[src/rtl/euler_step_engine_if.sv]
// rtl/euler_step_engine_if.sv - Euler step handshake and shared RAM port bundle
// Ports (signals):
//   Euler_Enable         step request from controller (level)
//   Euler_End            one-cycle step-complete pulse
//   Euler_Overflow       sticky saturation / N-range flag
//   Euler_Mem_WR_Enable  RAM write strobe
//   RAM_Address_RD_A/B   read addresses, RAM_Data_RD_A/B read data (one cycle later)
//   RAM_Address_WR       write address, RAM_Data_WR write data
// master: controller / RAM coordinator side; slave: the Euler engine.
interface euler_step_engine_if #(
  parameter int ADDRESS_WIDTH = 13,
  parameter int DATA_WIDTH    = 64
);
  logic                     Euler_Enable;
  logic                     Euler_End;
  logic                     Euler_Overflow;
  logic                     Euler_Mem_WR_Enable;
  logic [ADDRESS_WIDTH-1:0] RAM_Address_RD_A;
  logic [ADDRESS_WIDTH-1:0] RAM_Address_RD_B;
  logic [DATA_WIDTH-1:0]    RAM_Data_RD_A;
  logic [DATA_WIDTH-1:0]    RAM_Data_RD_B;
  logic [ADDRESS_WIDTH-1:0] RAM_Address_WR;
  logic [DATA_WIDTH-1:0]    RAM_Data_WR;

  modport master (
    output Euler_Enable, RAM_Data_RD_A, RAM_Data_RD_B,
    input  Euler_End, Euler_Overflow, Euler_Mem_WR_Enable,
    input  RAM_Address_RD_A, RAM_Address_RD_B, RAM_Address_WR, RAM_Data_WR
  );

  modport slave (
    input  Euler_Enable, RAM_Data_RD_A, RAM_Data_RD_B,
    output Euler_End, Euler_Overflow, Euler_Mem_WR_Enable,
    output RAM_Address_RD_A, RAM_Address_RD_B, RAM_Address_WR, RAM_Data_WR
  );
endinterface

[src/rtl/euler_step_engine.sv]
// rtl/euler_step_engine.sv - one explicit Euler step X_process = X_init + h*A*X_init on shared RAM
// Ports:
//   CLK  clock, rising edge
//   RST  synchronous reset, active-high
//   bus  euler_step_engine_if.slave: Enable/End handshake, Overflow flag,
//        two read ports (A: matrix/scalars, B: X_init) and one write port
// Data is signed Q(16-FRAC_BITS).FRAC_BITS in bits [15:0] of each RAM word.
module euler_step_engine #(
  parameter int ADDRESS_WIDTH = 13,
  parameter int DATA_WIDTH    = 64,
  parameter int FRAC_BITS     = 10,
  parameter int N_MAX         = 50,
  parameter int N_ADD         = 0,
  parameter int HTEMP_ADD     = 4,
  parameter int X_PROCESS_ADD = 6,
  parameter int X_INIT_ADD    = 56,
  parameter int A_BASE        = 156
) (
  input logic               CLK,
  input logic               RST,
  euler_step_engine_if.slave bus
);
  localparam int AW = ADDRESS_WIDTH;

  localparam logic [3:0] S_IDLE     = 4'd0;
  localparam logic [3:0] S_LOAD     = 4'd1;
  localparam logic [3:0] S_CAPTURE  = 4'd2;
  localparam logic [3:0] S_ADDR     = 4'd3;
  localparam logic [3:0] S_MAC      = 4'd4;
  localparam logic [3:0] S_XADDR    = 4'd5;
  localparam logic [3:0] S_WRITE    = 4'd6;
  localparam logic [3:0] S_DONE     = 4'd7;
  localparam logic [3:0] S_WAIT_LOW = 4'd8;

  localparam logic [AW-1:0] ONE_W    = AW'(1);
  localparam logic [AW-1:0] N_MAX_W  = AW'(N_MAX);
  localparam logic [AW-1:0] N_ADD_W  = AW'(N_ADD);
  localparam logic [AW-1:0] H_ADD_W  = AW'(HTEMP_ADD);
  localparam logic [AW-1:0] X_PROC_W = AW'(X_PROCESS_ADD);
  localparam logic [AW-1:0] X_INIT_W = AW'(X_INIT_ADD);
  localparam logic [AW-1:0] A_BASE_W = AW'(A_BASE);

  logic [3:0]         state;
  logic [AW-1:0]      n_reg;
  logic [AW-1:0]      i_reg;
  logic [AW-1:0]      j_reg;
  logic [AW-1:0]      row_base;
  logic signed [31:0] acc;
  logic signed [15:0] h_reg;
  logic signed [15:0] acc_s;

  // {clipped, value}: clamp to the signed 16-bit range
  function automatic logic [16:0] sat16(input logic signed [32:0] v);
    if (v > 33'sd32767)
      return {1'b1, 16'h7fff};
    else if (v < -33'sd32768)
      return {1'b1, 16'h8000};
    else
      return {1'b0, v[15:0]};
  endfunction

  logic signed [15:0] a_val;
  logic signed [15:0] x_val;
  logic signed [31:0] prod;
  logic signed [31:0] mac_sum;
  logic signed [31:0] h_prod;
  logic signed [32:0] w_sum;
  logic [16:0]        acc_sat;
  logic [16:0]        res_sat;
  logic [AW-1:0]      n_rd;
  logic [AW-1:0]      j_inc;
  logic [AW-1:0]      i_inc;

  always_comb begin
    a_val   = bus.RAM_Data_RD_A[15:0];
    x_val   = bus.RAM_Data_RD_B[15:0];
    n_rd    = bus.RAM_Data_RD_A[AW-1:0];
    prod    = 32'(a_val) * 32'(x_val);
    // 32-bit accumulator wraps; only the final per-row value is saturated
    mac_sum = acc + (prod >>> FRAC_BITS);
    acc_sat = sat16({acc[31], acc});
    h_prod  = 32'(h_reg) * 32'(acc_s);
    w_sum   = 33'(x_val) + 33'(h_prod >>> FRAC_BITS);
    res_sat = sat16(w_sum);
    j_inc   = j_reg + ONE_W;
    i_inc   = i_reg + ONE_W;
  end

  // Upper word bits carry only sign extension and are not needed
  logic unused_rd_bits;
  assign unused_rd_bits = ^{bus.RAM_Data_RD_A[DATA_WIDTH-1:16], bus.RAM_Data_RD_B[DATA_WIDTH-1:16]};

  always_ff @(posedge CLK) begin
    if (RST) begin
      state                   <= S_IDLE;
      n_reg                   <= '0;
      i_reg                   <= '0;
      j_reg                   <= '0;
      row_base                <= '0;
      acc                     <= '0;
      acc_s                   <= '0;
      h_reg                   <= '0;
      bus.Euler_End           <= 1'b0;
      bus.Euler_Overflow      <= 1'b0;
      bus.Euler_Mem_WR_Enable <= 1'b0;
      bus.RAM_Address_RD_A    <= '0;
      bus.RAM_Address_RD_B    <= '0;
      bus.RAM_Address_WR      <= '0;
      bus.RAM_Data_WR         <= '0;
    end else begin
      bus.Euler_End           <= 1'b0;
      bus.Euler_Mem_WR_Enable <= 1'b0;
      case (state)
        S_IDLE: begin
          if (bus.Euler_Enable) state <= S_LOAD;
        end
        S_LOAD: begin
          bus.RAM_Address_RD_A <= N_ADD_W;
          bus.RAM_Address_RD_B <= H_ADD_W;
          bus.Euler_Overflow   <= 1'b0;
          state                <= S_CAPTURE;
        end
        S_CAPTURE: begin
          h_reg    <= bus.RAM_Data_RD_B[15:0];
          i_reg    <= '0;
          j_reg    <= '0;
          row_base <= '0;
          acc      <= '0;
          if (n_rd > N_MAX_W) begin
            n_reg              <= N_MAX_W;
            bus.Euler_Overflow <= 1'b1;
            state              <= S_ADDR;
          end else begin
            n_reg <= n_rd;
            state <= (n_rd == '0) ? S_DONE : S_ADDR;
          end
        end
        S_ADDR: begin
          bus.RAM_Address_RD_A <= A_BASE_W + row_base + j_reg;
          bus.RAM_Address_RD_B <= X_INIT_W + j_reg;
          state                <= S_MAC;
        end
        S_MAC: begin
          acc   <= mac_sum;
          j_reg <= j_inc;
          state <= (j_inc == n_reg) ? S_XADDR : S_ADDR;
        end
        S_XADDR: begin
          bus.RAM_Address_RD_B <= X_INIT_W + i_reg;
          acc_s                <= acc_sat[15:0];
          if (acc_sat[16]) bus.Euler_Overflow <= 1'b1;
          state                <= S_WRITE;
        end
        S_WRITE: begin
          bus.Euler_Mem_WR_Enable <= 1'b1;
          bus.RAM_Address_WR      <= X_PROC_W + i_reg;
          bus.RAM_Data_WR         <= {{(DATA_WIDTH-16){res_sat[15]}}, res_sat[15:0]};
          if (res_sat[16]) bus.Euler_Overflow <= 1'b1;
          row_base                <= row_base + n_reg;
          i_reg                   <= i_inc;
          j_reg                   <= '0;
          acc                     <= '0;
          state                   <= (i_inc == n_reg) ? S_DONE : S_ADDR;
        end
        S_DONE: begin
          bus.Euler_End <= 1'b1;
          state         <= S_WAIT_LOW;
        end
        S_WAIT_LOW: begin
          // a held-high request must not start another step
          if (!bus.Euler_Enable) state <= S_IDLE;
        end
        default: state <= S_IDLE;
      endcase
    end
  end
endmodule

[src/flat_wrapper.sv]
// flat-port wrapper written by rule: the top's interface ports become plain ports
module euler_step_engine_flat 
#(
  parameter int ADDRESS_WIDTH = 13,
  parameter int DATA_WIDTH    = 64,
  parameter int FRAC_BITS     = 10,
  parameter int N_MAX         = 50,
  parameter int N_ADD         = 0,
  parameter int HTEMP_ADD     = 4,
  parameter int X_PROCESS_ADD = 6,
  parameter int X_INIT_ADD    = 56,
  parameter int A_BASE        = 156
)
  (CLK, RST, bus_Euler_Enable, bus_RAM_Data_RD_A, bus_RAM_Data_RD_B, bus_Euler_End, bus_Euler_Overflow, bus_Euler_Mem_WR_Enable, bus_RAM_Address_RD_A, bus_RAM_Address_RD_B, bus_RAM_Address_WR, bus_RAM_Data_WR);
  euler_step_engine_if #(.ADDRESS_WIDTH(ADDRESS_WIDTH), .DATA_WIDTH(DATA_WIDTH)) bus_i ();
  input logic CLK;
  input logic RST;
  input wire logic [$bits(bus_i.Euler_Enable)-1:0] bus_Euler_Enable;
  input wire logic [$bits(bus_i.RAM_Data_RD_A)-1:0] bus_RAM_Data_RD_A;
  input wire logic [$bits(bus_i.RAM_Data_RD_B)-1:0] bus_RAM_Data_RD_B;
  output wire logic [$bits(bus_i.Euler_End)-1:0] bus_Euler_End;
  output wire logic [$bits(bus_i.Euler_Overflow)-1:0] bus_Euler_Overflow;
  output wire logic [$bits(bus_i.Euler_Mem_WR_Enable)-1:0] bus_Euler_Mem_WR_Enable;
  output wire logic [$bits(bus_i.RAM_Address_RD_A)-1:0] bus_RAM_Address_RD_A;
  output wire logic [$bits(bus_i.RAM_Address_RD_B)-1:0] bus_RAM_Address_RD_B;
  output wire logic [$bits(bus_i.RAM_Address_WR)-1:0] bus_RAM_Address_WR;
  output wire logic [$bits(bus_i.RAM_Data_WR)-1:0] bus_RAM_Data_WR;
  assign bus_i.Euler_Enable = bus_Euler_Enable;
  assign bus_i.RAM_Data_RD_A = bus_RAM_Data_RD_A;
  assign bus_i.RAM_Data_RD_B = bus_RAM_Data_RD_B;
  assign bus_Euler_End = bus_i.Euler_End;
  assign bus_Euler_Overflow = bus_i.Euler_Overflow;
  assign bus_Euler_Mem_WR_Enable = bus_i.Euler_Mem_WR_Enable;
  assign bus_RAM_Address_RD_A = bus_i.RAM_Address_RD_A;
  assign bus_RAM_Address_RD_B = bus_i.RAM_Address_RD_B;
  assign bus_RAM_Address_WR = bus_i.RAM_Address_WR;
  assign bus_RAM_Data_WR = bus_i.RAM_Data_WR;
  euler_step_engine #(.ADDRESS_WIDTH(ADDRESS_WIDTH), .DATA_WIDTH(DATA_WIDTH), .FRAC_BITS(FRAC_BITS), .N_MAX(N_MAX), .N_ADD(N_ADD), .HTEMP_ADD(HTEMP_ADD), .X_PROCESS_ADD(X_PROCESS_ADD), .X_INIT_ADD(X_INIT_ADD), .A_BASE(A_BASE)) u_core (.CLK(CLK), .RST(RST), .bus(bus_i));
endmodule
[config.mk]
export PLATFORM = sky130hd
export DESIGN_NAME = euler_step_engine_flat
export DESIGN_NICKNAME = d
export VERILOG_FILES = /design/src/rtl/euler_step_engine_if.sv /design/src/rtl/euler_step_engine.sv /design/src/flat_wrapper.sv
export SDC_FILE = /design/constraint.sdc
export NUM_CORES = 2
export LEC_CHECK = 0
export CAP_MARGIN = 20
export CORE_MARGIN = 4
export CORE_UTILIZATION = 35
export CTS_CLUSTER_SIZE = 14
export DETAILED_ROUTE_END_ITERATION = 16
export PLACE_DENSITY = 0.62
export SLEW_MARGIN = 30
export SYNTH_ARGS = -nofsm -noshare
export SYNTH_HDL_FRONTEND = slang
export SYNTH_SLANG_ARGS = --single-unit
[constraint.sdc]
create_clock -name CLK -period 29.7 [get_ports CLK]
set_input_delay 5.94 -clock CLK [delete_from_list [all_inputs] [get_ports CLK]]
set_output_delay 5.94 -clock CLK [all_outputs]
set_load 0.02 [all_outputs]
==> out/metrics.csv <==
metric,value,unit
syn avg cell area,8.72,um2
die width,302,um
slew margin rel.,31.7,%
part of the power in registers,6.8,%
Comb power frac,87.1,%
GP Congestion,0.827,
sequential area share after synthesis,11.7,%
critical path endpoint category,register,
Fmax achieved,0.0659,GHz
Die ar.,0.0914,mm2
Final Cycle Share,51.1,%
Via Count,23000,
area share of the largest cell type after synthesis,34.7,%
worst vdd ir,0.000207,V
Crit Path Class,in2reg,
port buffer count,140,
Critical Path Start,bus_RAM_Data_RD_B[1],
Power Density,115,mW/mm2
Switch Pwr,0.00200,W
"Max stage delay cell, worst path",clkdlybuf4s50_1,
adder-cell share of the synthesized area,45.2,%
antenna violations before repair,3,
outcome,finished clean,
CTS Sinks,178,
setup TNS,0,ps
num ports,237,
largest net degree at the start of global routing,72,
Finished Layout Cells,4631,
min-delay src,u_core.h_reg[0],
FILL cells,8633,
Synth area leaders,"fa_1 35%, dfxtp_1 12%, ha_1 10%",
DRT iter0 DRCs,1243,
P_leak,15.5,nW
H-tree Lvls,4,
fin nets,4385,
first-pass GRT wire length,128000,um
Syn. warnings,0,
GR Util All Layers,17.5,%
Async SR Flop Fraction,0,%
clk slew on worst S/H paths,80,ps
vias in the first global route,24100,
CORE AREA,0.0855,mm2
Crit Reg-Reg Startpoint,u_core.acc_s[15],
cts hold-fix bufs,0,
initial core utilization,35.5,%
Top reg by flops,u_core.acc,
mux cell area share after synthesis,0.198,%
CTS buffer count,17,
Clock Tree Root,clkbuf_16,
Post-synth EDFFs,0,
actual slew at the worst max-slew pin,1020,ps
main combinational cell family by area after synthesis,adder cells,
cell row count,107,
postcts setup bufs,0,
Placed Cells,4599,
drt total wl,77700,um
hold crit path type,reg2reg,
Yosys reg bits,178,
Via density,4.97,
Netlist Area Pre-Place,0.0303,mm2
Detailed Routing Iterations Pass 1,5,
Synth cell types,82,
"Hold Vio Cnt, Final",0,
Final Max Tran Viols,0,
Worst setup SP type,input pin,
leading area contributor after synthesis,fa_1,
ys flop type,dfxtp_1,
Post-Synth Simple-Gate Area,16.2,%
Arrival @ worst endpoint,15550,ps
XOR/XNOR share of the synthesized area,5.05,%
clk_lat worst skew,440,ps
Routed Antenna Nets,0,
detailed-placement wirelength estimate,61100,um
switching share of power,52.6,%
Synth Area in Compound Gates,10.8,%
max incr delay on CP,1110,ps
Int Pwr,0.00180,W
CTS tree,done,
clock network fraction of total power,6.1,%
post-CTS sizing,0,
Avg WL per Cell,16.8,um
DRC errors left,0,
Die Span Y,302,um
final core utilization,38.7,%
Max-cap violations,0,
antenna cell count,0,
required time worst endpoint,30070,ps
crit path max fanout,19,
setup violators final,0,
P&R area growth vs syn,9.05,%
RSZ-0062 raised after global routing,no,
max reg flops,32,
Mapped Nets,4388,
Synth Instances,3477,
"commonest cells after routing, fill and taps aside","626 x inv_1, 526 x fa_1, 407 x nand2_1",
Tot Pwr,0.00381,W
skew final,13.7,ps
total grt overflow,0,
layout cells sized above 1,2.93,%
"most common cell after layout, fill and taps aside",inv_1,
fin crit period,15180,ps
Clock Path Buffers,2,
[final timing paths]
check                                    to  slack (ps)  depth (start not counted)
setup / recovery             u_core.acc[31]       14520                         33
hold / removal              u_core.h_reg[0]         460                          2
setup reg to reg  u_core.bus.Euler_Overflow       19950                         29
hold reg to reg             u_core.h_reg[0]         460                          2
[per-layer routing]
layer / track usage [%] / routed length [um] / vias up
met4: 3.97 / 1670 / 0
met5: 0 / 0 / -
met1: 23.4 / 34300 / 11600
met3: 2.17 / 3630 / 87
met2: 30.5 / 38100 / 507
li1: - / - / 10900
[cell usage after synthesis (18+ instances only)]
| cell | instances |
|---|---|
| inv_1 | 626 |
| fa_1 | 526 |
| nand2_1 | 407 |
| ha_1 | 254 |
| and2_1 | 221 |
| dfxtp_1 | 178 |
| nor2_1 | 171 |
| clkbuf_1 | 140 |
| a21oi_1 | 135 |
| xnor2_1 | 125 |
| o21ai_0 | 89 |
| buf_4 | 48 |
| xor2_1 | 48 |
| nor3_1 | 42 |
| nand2b_1 | 41 |
| a22oi_1 | 39 |
| nand3_1 | 36 |
| a21o_1 | 35 |
| a211oi_1 | 24 |
| nor2b_1 | 23 |
| o21a_1 | 22 |
| and3_1 | 20 |
| nand4_1 | 18 |
[cell families (layout without fill, tap and decap cells)]
family | after synthesis | count (layout)
AND/OR/NAND/NOR | 1027 | 1027
buffers and inverters | 824 | 834
adder cells (fa/ha/maj) | 780 | 780
AO/OA/AOI/OAI | 488 | 488
flip-flops | 178 | 178
XOR/XNOR | 174 | 174
multiplexers | 6 | 6
[cell type report]
class / instances / area [um2] / share of cell area, %
Clock inverter: 13 / 136 / 0.412
Inverter: 626 / 2350 / 7.10
Clock buffer: 19 / 443 / 1.34
Sequential cell: 178 / 3560 / 10.8
Timing Repair Buffer: 176 / 1660 / 5.02
Tap cell: 1144 / 1430 / 4.33
Multi-Input combinational cell: 2475 / 23500 / 71.0
[critical path, delay by kind of cell]
kind | cells | cell delay (ps)
buffers and inverters | 7 | 1670
AO/OA/AOI/OAI | 11 | 2690
XOR/XNOR | 1 | 290
AND/OR/NAND/NOR | 5 | 900
multiplexers | 1 | 120
adder cells (fa/ha/maj) | 8 | 3900
[metrics by stage]
step                setup WS [ps]  area (um2)  hold slack (ps)
finish                      14520       33100              463
global route                13910       33100              495
CTS                         14560       33100              463
detailed placement          14150       32500              452
global placement            14200       32500              440
floorplan                   15930       30300              450
[power by group through the flow]
stage | clock network, W | registers, W | logic, W
after floorplan | 0 | 0.000255 | 0.00268
after global placement | 0 | 0.000262 | 0.00326
after detailed placement | 0 | 0.000262 | 0.00331
after CTS | 0.000236 | 0.000257 | 0.00333
after global routing | 0.000247 | 0.000258 | 0.00375
final | 0.000234 | 0.000257 | 0.00331
No activity file was read; power rests on OpenSTA's default activity.
